File: config.mk
export PLATFORM = sky130hd
export DESIGN_NAME = param_dual_port_ram
export DESIGN_NICKNAME = d
export VERILOG_FILES = /design/src/rtl/ram_pkg.sv /design/src/rtl/ram_rd_pipe.sv /design/src/rtl/param_dual_port_ram.sv
export SDC_FILE = /design/constraint.sdc
export NUM_CORES = 1
export LEC_CHECK = 0
export ABC_AREA = 1
export CAP_MARGIN = 5
export CORE_MARGIN = 2
export CORE_UTILIZATION = 35
export DETAILED_ROUTE_END_ITERATION = 10
export PLACE_DENSITY_LB_ADDON = 0.15
export RECOVER_POWER = 50
export SLEW_MARGIN = 20
export SYNTH_ARGS = -nofsm -noshare
export SYNTH_HDL_FRONTEND = slang
export SYNTH_SLANG_ARGS = --single-unit
File: constraint.sdc
create_clock -name clk -period 3.86 [get_ports clk]
set_input_delay 0.772 -clock clk [delete_from_list [all_inputs] [get_ports clk]]
set_output_delay 0.772 -clock clk [all_outputs]
set_load 0.005 [all_outputs]
File: src/rtl/ram_pkg.sv
// Shared definitions for the dual-port RAM: write-mode constants and FSM state encoding.
package ram_pkg;

    localparam int READ_FIRST  = 0;
    localparam int WRITE_FIRST = 1;

    typedef enum logic {
        ST_CLEAR = 1'b0,
        ST_RUN   = 1'b1
    } state_e;

endpackage

File: src/rtl/ram_rd_pipe.sv
// Read-return pipeline for one RAM port: LATENCY (1 or 2) data/valid register stages.
module ram_rd_pipe #(
    parameter int DATA_W  = 8,
    parameter int LATENCY = 1
) (
    input  logic              clk,
    input  logic              rst,
    input  logic              vld_i,
    input  logic [DATA_W-1:0] data_i,
    output logic              vld_o,
    output logic [DATA_W-1:0] data_o
);

    logic              vld_p1_q;
    logic [DATA_W-1:0] data_p1_q;

    // Stage 1: capture the read word; data only moves on a valid request so the output holds.
    always_ff @(posedge clk) begin
        if (rst) begin
            vld_p1_q  <= 1'b0;
            data_p1_q <= '0;
        end else begin
            vld_p1_q <= vld_i;
            if (vld_i) begin
                data_p1_q <= data_i;
            end
        end
    end

    generate
        if (LATENCY == 2) begin : g_lat2
            logic              vld_p2_q;
            logic [DATA_W-1:0] data_p2_q;

            // Stage 2
            always_ff @(posedge clk) begin
                if (rst) begin
                    vld_p2_q  <= 1'b0;
                    data_p2_q <= '0;
                end else begin
                    vld_p2_q <= vld_p1_q;
                    if (vld_p1_q) begin
                        data_p2_q <= data_p1_q;
                    end
                end
            end

            assign vld_o  = vld_p2_q;
            assign data_o = data_p2_q;
        end else begin : g_lat1
            assign vld_o  = vld_p1_q;
            assign data_o = data_p1_q;
        end
    endgenerate

endmodule

File: src/rtl/param_dual_port_ram.sv
// True dual-port RAM with optional post-reset clear sweep, selectable read latency and write mode.
module param_dual_port_ram
    import ram_pkg::*;
#(
    parameter int DATA_W         = 8,
    parameter int ADDR_W         = 6,
    parameter int READ_LATENCY   = 1,
    parameter int WRITE_MODE     = 0,
    parameter int CLEAR_ON_RESET = 1
) (
    input  logic              clk,
    input  logic              rst,
    input  logic              a_en,
    input  logic              a_write_enable,
    input  logic [ADDR_W-1:0] a_addr,
    input  logic [DATA_W-1:0] a_data,
    output logic [DATA_W-1:0] a_read,
    output logic              a_valid,
    input  logic              b_en,
    input  logic              b_write_enable,
    input  logic [ADDR_W-1:0] b_addr,
    input  logic [DATA_W-1:0] b_data,
    output logic [DATA_W-1:0] b_read,
    output logic              b_valid,
    output logic              busy,
    output logic              collision
);

    localparam int DEPTH = 2 ** ADDR_W;

    state_e            state_q, state_d;
    logic [ADDR_W-1:0] clr_cnt_q, clr_cnt_d;
    logic              collision_q, collision_d;
    logic [DATA_W-1:0] mem_q [DEPTH];

    logic              clr_wr;
    logic              a_acc, b_acc, a_wr, b_wr;
    logic              a_port_we;
    logic [ADDR_W-1:0] a_port_wa;
    logic [DATA_W-1:0] a_port_wd;
    logic [DATA_W-1:0] a_rd_word, b_rd_word;

    always_ff @(posedge clk) begin
        if (rst) begin
            state_q     <= (CLEAR_ON_RESET != 0) ? ST_CLEAR : ST_RUN;
            clr_cnt_q   <= '0;
            collision_q <= 1'b0;
        end else begin
            state_q     <= state_d;
            clr_cnt_q   <= clr_cnt_d;
            collision_q <= collision_d;
        end
    end

    always_comb begin
        state_d   = state_q;
        clr_cnt_d = clr_cnt_q;
        clr_wr    = 1'b0;
        case (state_q)
            ST_CLEAR: begin
                clr_wr    = ~rst;
                clr_cnt_d = clr_cnt_q + 1'b1;
                if (&clr_cnt_q) begin
                    state_d = ST_RUN;
                end
            end
            default: ;
        endcase
    end

    assign busy  = (state_q == ST_CLEAR);
    assign a_acc = a_en & ~busy & ~rst;
    assign b_acc = b_en & ~busy & ~rst;
    assign a_wr  = a_acc & a_write_enable;
    assign b_wr  = b_acc & b_write_enable;

    assign collision_d = a_acc & b_acc & (a_addr == b_addr) & (a_write_enable | b_write_enable);
    assign collision   = collision_q;

    // The clear sweep borrows port A's write path so the array keeps two write ports.
    assign a_port_we = clr_wr | a_wr;
    assign a_port_wa = busy ? clr_cnt_q : a_addr;
    assign a_port_wd = busy ? '0 : a_data;

    // Port A is written last so it wins a same-address double write.
    always_ff @(posedge clk) begin
        if (b_wr) begin
            mem_q[b_addr] <= b_data;
        end
        if (a_port_we) begin
            mem_q[a_port_wa] <= a_port_wd;
        end
    end

    // Cross-port reads always see the pre-edge word; only the writing port can bypass.
    assign a_rd_word = (WRITE_MODE == WRITE_FIRST && a_wr) ? a_data : mem_q[a_addr];
    assign b_rd_word = (WRITE_MODE == WRITE_FIRST && b_wr) ? b_data : mem_q[b_addr];

    ram_rd_pipe #(.DATA_W(DATA_W), .LATENCY(READ_LATENCY)) u_pipe_a (
        .clk    (clk),
        .rst    (rst),
        .vld_i  (a_acc),
        .data_i (a_rd_word),
        .vld_o  (a_valid),
        .data_o (a_read)
    );

    ram_rd_pipe #(.DATA_W(DATA_W), .LATENCY(READ_LATENCY)) u_pipe_b (
        .clk    (clk),
        .rst    (rst),
        .vld_i  (b_acc),
        .data_i (b_rd_word),
        .vld_o  (b_valid),
        .data_o (b_read)
    );

endmodule
==> results.sh, run 1 <==
export IMPL_rrSetupSlack_ns=0.15
export IMPL_via_count=32500
export IMPL_clk_path_buf_depth=3
export IMPL_ys_async_sr_fraction_pct=0
export IMPL_reg2reg_from="state_q$_SDFF_PP0_"
export IMPL_rows=113
export IMPL_first_iter_violations=4530
export IMPL_htree_num_levels=3
export IMPL_tightest_slew_ns=1.27
export IMPL_via_per_inst=5.47
export IMPL_yosys_top_cells_count="nand2_1, edfxtp_1, o21ai_0"
export IMPL_cts_root_buf="clkbuf_16"
export IMPL_ys_ff_latch=538
export IMPL_worstHoldStart="u_pipe_b.data_o[0]$_SDFFE_PP0N_"
export IMPL_drt_pass1_iter_count=6
export IMPL_p_sw_share_pct=27.4
export IMPL_combPwrFrac_pct=12.5
export IMPL_finalMaxSlewViolations=0
export IMPL_start_util_pct=35.2
export IMPL_powerDensity_nw_per_um2=381
export IMPL_grt_busiest_layer="met2"
export IMPL_r2r_cells=7
export IMPL_path_cells="dlygate4sd3_1 > clkbuf_1 > clkinv_1 > nand3_1 > nand3_1 > nand2_1 > nand2_1 > nand2_1"
export IMPL_grt_pass1_wl_mm=208
export IMPL_worst_path_most_repeated_cell="nand2_1"
export IMPL_ant_nets=0
export IMPL_syn_area_sq_um=33300
export IMPL_netlist_area_leader_share_pct=46.2
export IMPL_grt_setup_unrepaired="false"
export IMPL_syn_to_final_growth_pct=12.9
export IMPL_drc=0
export IMPL_crit_path_end_kind="flop"
export IMPL_hold_viol_final=0
export IMPL_antenna_found_initial=5
export IMPL_final_util_pct=39.7
export IMPL_die_w_microns=312
export IMPL_die_area_sq_um=97600
export IMPL_fmax_mhz=266
export IMPL_period_needed_ns=3.76
export IMPL_hold_depth=2
export IMPL_synth_edf_count=512
export IMPL_crit_path_max_incr_delay_ns=0.98
export IMPL_hold_path_end="u_pipe_b.data_o[0]$_SDFFE_PP0N_"
export IMPL_clkPwrFrac_pct=42.6
export IMPL_synth_cell_types=37
export IMPL_multi_input_area_sq_um=15800
export IMPL_grtUsageTotal_pct=28.7
export IMPL_place_congestion=0.947
export IMPL_synth_fp_nets=4724
export IMPL_synth_most_common_cell="nand2_1"
export IMPL_cts_setup_buffers=0
export IMPL_yosysSeqAreaShare_pct=47.7
export IMPL_synth_area_leaders="edfxtp_1, nand2_1, o21ai_0"
export IMPL_syn_instance_count=4689
export IMPL_port_buffers=53
export IMPL_path_clk_slew_ns=0.06
export IMPL_outcome="finished, final reports clean"
export IMPL_nets=4671
export IMPL_yosysTopAreaCell="edfxtp_1"
export IMPL_skew_ns=0.0312
export IMPL_pwr_share_seq_pct=45.0
export IMPL_post_cts_resize_count=0
export IMPL_core_sq_um=94600
export IMPL_pin_count=54
export IMPL_ys_warnings_count=0
export IMPL_drive_above_1_share_pct=6.55
export IMPL_critical_path_class="in -> reg"
export IMPL_use_met3_pct=3.81
export IMPL_grtUsageMet1_pct=41.6
export IMPL_peakVddDrop_mv=0.270
export IMPL_die_y_microns=312
export IMPL_drv_cap=0
export IMPL_first_global_vias=29800
export IMPL_relSlewSlack_pct=15.3
export IMPL_diodes=0
export IMPL_dp_slack_ns=-0.105
export IMPL_hold_path_class="reg -> reg"
export IMPL_worstPathArrival_ns=4.34
export IMPL_cts_tree="done"
export IMPL_slowest_stage="clkbuf_1"
export IMPL_holdBufCountCts=0
export IMPL_worstSkewPairLatency_ns=0.63
export IMPL_grt_start_max_net_pins=159
export IMPL_cp_start_kind="input port"
export IMPL_timing_final_crit_share_pct=97.5
export IMPL_wirelength_mm=143
export IMPL_cts_buffers=66
export IMPL_dp_hpwl_mm=90.1
export IMPL_ys_flop_type="edfxtp_1"
export IMPL_wire_per_inst_microns=24.0
export IMPL_critPathRequiredTime_ns=4.43
export IMPL_path_max_fanout=18
export IMPL_p_int_mw=10.4
export IMPL_syn_avg_cell_area_sq_um=7.10
export IMPL_met2_usage_pct=43.4
export IMPL_fill_cells=9691
export IMPL_timing_rr_end="mem_q[42][3]$_DFFE_PP_"
export IMPL_grt_remaining_overflow=0
export IMPL_power_switching_mw=3.91
export IMPL_seqCellArea_sq_um=15900
export IMPL_postLayoutSetupSlackWorst_ns=0.0952
export IMPL_clock_sinks=538
export IMPL_finalSetupViolCount=0
export IMPL_leakage_nw=16.4
## cells by family (layout without fill, tap and decap cells)
| logic type | count (synthesis) | after routing | synth area share, % |
|---|---|---|---|
| buf+inv | 425 | 421 | 4.98 |
| fa+ha+maj | 1 | 1 | 0.0376 |
| compound gates | 685 | 685 | 10.5 |
| flops | 538 | 538 | 47.7 |
| simple gates | 3038 | 3038 | 36.7 |
| xor+xnor | 2 | 2 | 0.0526 |
## cell usage in the layout, fill, tap and decap left out, types with 2 or more instances in the layout
cell type        instances
dfxtp_1                 25
dlygate4sd3_1           21
edfxtp_1               512
a21oi_1                 67
o22ai_1                  2
nor4_2                   2
nor3_1                  13
inv_2                    4
inv_1                   28
nand2_1               2493
buf_6                    2
nor2_1                  43
nand3_1                455
clkbuf_1                61
nor4_4                   6
nand4_1                  2
buf_4                  149
nand2_2                  5
clkinv_1                23
o21ai_1                 62
o21ai_4                  2
inv_4                    2
o21ai_0                547
buf_12                  18
nor2_2                   3
bufinv_16                3
nand2_4                  9
clkdlybuf4s50_1         17
clkbuf_2                 6
clkinv_2                 8
inv_8                    2
nor3_2                   4
buf_2                    2
clkbuf_16               70
## through the flow
step / TNS, ns / cells / hold WS (ns) / power, mW / area [sq um]
after floorplan: 0 / 4689 / 0.438 / 7.60 / 33300
after global placement: -2.09 / 5831 / 0.458 / 8.29 / 35800
after detailed placement: -2.51 / 5832 / 0.462 / 8.30 / 35800
after CTS: 0 / 5949 / 0.471 / 14.3 / 37800
after global routing: 0 / 5950 / 0.493 / 14.7 / 37600
final: 0 / 5950 / 0.466 / 14.3 / 37600
## registers in the layout, summed over array words and instances, names as in the netlist
signal           flops
clr_cnt_q            6
mem_q              512
collision            1
u_pipe_b.data_o      8
state_q              1
u_pipe_a.data_o      8
u_pipe_b.vld_o       1
u_pipe_a.vld_o       1
## worst max-delay path, delay by kind of cell
kind                   cells  cell delay (ns)
buffers and inverters      3             2.70
AND/OR/NAND/NOR            5             0.85
## layer usage
layer / routed length (microns) / part of all wire (%)
met1: 61400 / 43
met2: 61600 / 43
met3: 14100 / 9.9
met4: 5610 / 3.9
met5: 9 / 0.0063
## power groups by stage
stage,clock network (mW),logic [mW],registers [mW]
after detailed placement,0,1.75,6.55
after global placement,0,1.73,6.55
after floorplan,0,1.06,6.55
after global routing,6.36,1.93,6.43
final,6.09,1.78,6.43
after CTS,6.15,1.75,6.43
## cell type report
type / instances / share of cell area [%]
sequential: 538 / 42.3
multi-input combinational: 3726 / 42.0
timing repair buffer: 262 / 5.64
clock buffer: 86 / 4.82
tap: 1265 / 4.21
clock inverter: 31 / 0.589
inverter: 42 / 0.486
## how the worst max path moves through the flow
stage,startpoint,to,slack [ns],depth (start not counted)
6_report,a_addr[4],u_pipe_a.data_o[4]$_SDFFE_PP0P_,0.1,8
3_3_place_gp,rst,mem_q[40][7]$_DFFE_PP_,-0.11,8
2_1_floorplan,a_addr[0],mem_q[24][0]$_DFFE_PP_,0.79,7
5_1_grt,state_q$_SDFF_PP0_,mem_q[60][2]$_DFFE_PP_,0.12,8
3_5_place_dp,rst,mem_q[63][3]$_DFFE_PP_,-0.11,10
4_1_cts,state_q$_SDFF_PP0_,mem_q[45][0]$_DFFE_PP_,0.40,7
No activity file was read; power rests on OpenSTA's default activity.
==> run 2: changes to the inputs <==
- CTS_CLUSTER_SIZE: unset -> 8
- PLACE_DENSITY: unset -> 0.58
- PLACE_DENSITY_LB_ADDON: 0.15 -> unset
==> run 2 against run 1 <==
Non-clock buffer count increased by 26; combinational power about the same; final cell count increased by 0.24%; critical path depth increased by 1; clock skew about the same; clock power increased by 3.8%; register-to-register slack improved by 0.07 ns; worst hold slack got worse by 0.00086 ns; die area unchanged; utilization increased by 0.22 points; clock-buffer cell count increased by 13; critical path type is now reg -> reg; largest power group unchanged; highest routed layer is now met4.
==> results.sh, run 2 (synthesized netlist as in run 1, its figures left out) <==
export IMPL_outcome="finished, final reports clean"
export IMPL_first_global_vias=30200
export IMPL_drv_cap=0
export IMPL_die_area_sq_um=97600
export IMPL_via_per_inst=5.54
export IMPL_cp_start_kind="flop"
export IMPL_place_congestion=0.979
export IMPL_placed_cells=5859
export IMPL_grt_pass1_wl_mm=200
export IMPL_worstSkewPairLatency_ns=0.64
export IMPL_core_sq_um=94600
export IMPL_grtUsageTotal_pct=27.1
export IMPL_finalMaxSlewViolations=0
export IMPL_clk_path_buf_depth=3
export IMPL_antenna_found_initial=1
export IMPL_tightest_slew_ns=1.41
export IMPL_pin_count=54
export IMPL_cts_tree="done"
export IMPL_fmax_mhz=275
export IMPL_die_y_microns=312
export IMPL_finalSetupViolCount=0
export IMPL_cts_buffers=77
export IMPL_clock_sinks=538
export IMPL_hold_path_class="reg -> reg"
export IMPL_wirelength_mm=135
export IMPL_die_w_microns=312
export IMPL_cts_setup_buffers=0
export IMPL_grt_setup_unrepaired="false"
export IMPL_hold_viol_final=0
export IMPL_grt_start_max_net_pins=130
export IMPL_mostFrequentLayoutCells="nand2_1, o21ai_0, edfxtp_1, nand3_1, buf_4"
export IMPL_dp_hpwl_mm=84.2
export IMPL_total_power_mw=14.5
export IMPL_worstPathArrival_ns=3.97
export IMPL_via_count=33000
export IMPL_grt_remaining_overflow=0
export IMPL_nets=4708
export IMPL_start_util_pct=35.2
export IMPL_syn_to_final_growth_pct=13.5
export IMPL_relSlewSlack_pct=4.73
export IMPL_htree_num_levels=3
export IMPL_drc=0
export IMPL_largest_register="mem_q"
export IMPL_layout_commonest_cell="nand2_1"
export IMPL_crit_path_end_kind="flop"
export IMPL_path_max_fanout=17
export IMPL_holdBufCountCts=0
export IMPL_first_iter_violations=4344
export IMPL_cts_root_buf="clkbuf_16"
export IMPL_drt_pass1_iter_count=7
export IMPL_leakage_nw=16.5
export IMPL_timing_final_crit_share_pct=94.2
export IMPL_ant_nets=0
export IMPL_period_needed_ns=3.64
export IMPL_skew_ns=0.0309
export IMPL_final_cells=5964
export IMPL_post_cts_resize_count=0
export IMPL_port_buffers=53
export IMPL_powerDensity_nw_per_um2=384
export IMPL_peakVddDrop_mv=0.291
export IMPL_critical_path_class="reg -> reg"
export IMPL_critPathRequiredTime_ns=4.19
export IMPL_drive_above_1_share_pct=7.05
export IMPL_wire_per_inst_microns=22.7
export IMPL_largest_reg_flops=512
export IMPL_path_clk_slew_ns=0.05
export IMPL_rrSetupSlack_ns=0.22
export IMPL_rows=113
==> run 2: cell types whose count changed in the layout (fill, tap and decap cells not counted), moves of 10 or more <==
| cell | before | now |
|---|---|---|
| o21ai_0 | 547 | 515 |
| o21ai_1 | 62 | 94 |
| buf_4 | 149 | 169 |
| clkinv_1 | 23 | 6 |
| clkbuf_16 | 70 | 80 |
| nand2_2 | 5 | 15 |
==> run 2: through the flow <==
step | TNS, ns | cell area [sq um] | util, % | setup WS (ns) | hold WS (ns)
floorplan | 0 | 33300 | - | 0.790 | 0.438
global placement | -0.0561 | 36000 | 38.0 | -0.00716 | 0.459
detailed placement | -0.380 | 36000 | 38.0 | -0.0477 | 0.462
CTS | 0 | 38100 | 40.3 | 0.436 | 0.469
global route | 0 | 37800 | 40.0 | 0.175 | 0.485
finish | 0 | 37800 | 40.0 | 0.223 | 0.465
==> run 2: area by class of cell <==
type                       count  area [sq um]
tap                         1265          1580
fill                        9646         56800
clock inverter                 4          42.5
multi-input combinational   3726         15600
timing repair buffer         288          2350
sequential                   538         15900
inverter                      42           183
clock buffer                  99          2080
antenna                        2          5.00
==> run 2: power by group <==
| part | internal (mW) | switching (mW) | total (mW) | leakage [nW] |
|---|---|---|---|---|
| clock network | 3.72 | 2.60 | 6.32 | 1.03 |
| registers | 6.42 | 0.0133 | 6.44 | 4.82 |
| logic | 0.488 | 1.28 | 1.77 | 10.6 |
| total | 10.6 | 3.90 | 14.5 | 16.5 |
==> run 2: metal layers <==
| layer | wire length, microns | vias to the layer above | global-route usage, % |
|---|---|---|---|
| met3 | 14800 | 325 | 5.12 |
| met2 | 60100 | 2052 | 42.1 |
| li1 | - | 15400 | - |
| met4 | 5460 | 0 | 11.0 |
| met5 | 0 | - | 0 |
| met1 | 54900 | 15300 | 37.3 |
==> run 2: critical path: stages, from the launching register on <==
cell and delay (ns):
dfxtp_1 0.53, buf_4 0.30, nand3_1 0.15, clkinv_1 0.09, a22oi_1 0.18, buf_12 0.21
nor4_4 0.89, nand2_1 0.55, o21ai_0 0.22, buf_4 0.20
==> run 2: final timing paths <==
kind                                    from                              end  depth (start not counted)
min          u_pipe_b.data_o[7]$_SDFFE_PP0N_  u_pipe_b.data_o[7]$_SDFFE_PP0N_                          2
max reg2reg               state_q$_SDFF_PP0_           mem_q[31][5]$_DFFE_PP_                          9
max                       state_q$_SDFF_PP0_           mem_q[31][5]$_DFFE_PP_                          9
min reg2reg  u_pipe_b.data_o[7]$_SDFFE_PP0N_  u_pipe_b.data_o[7]$_SDFFE_PP0N_                          2
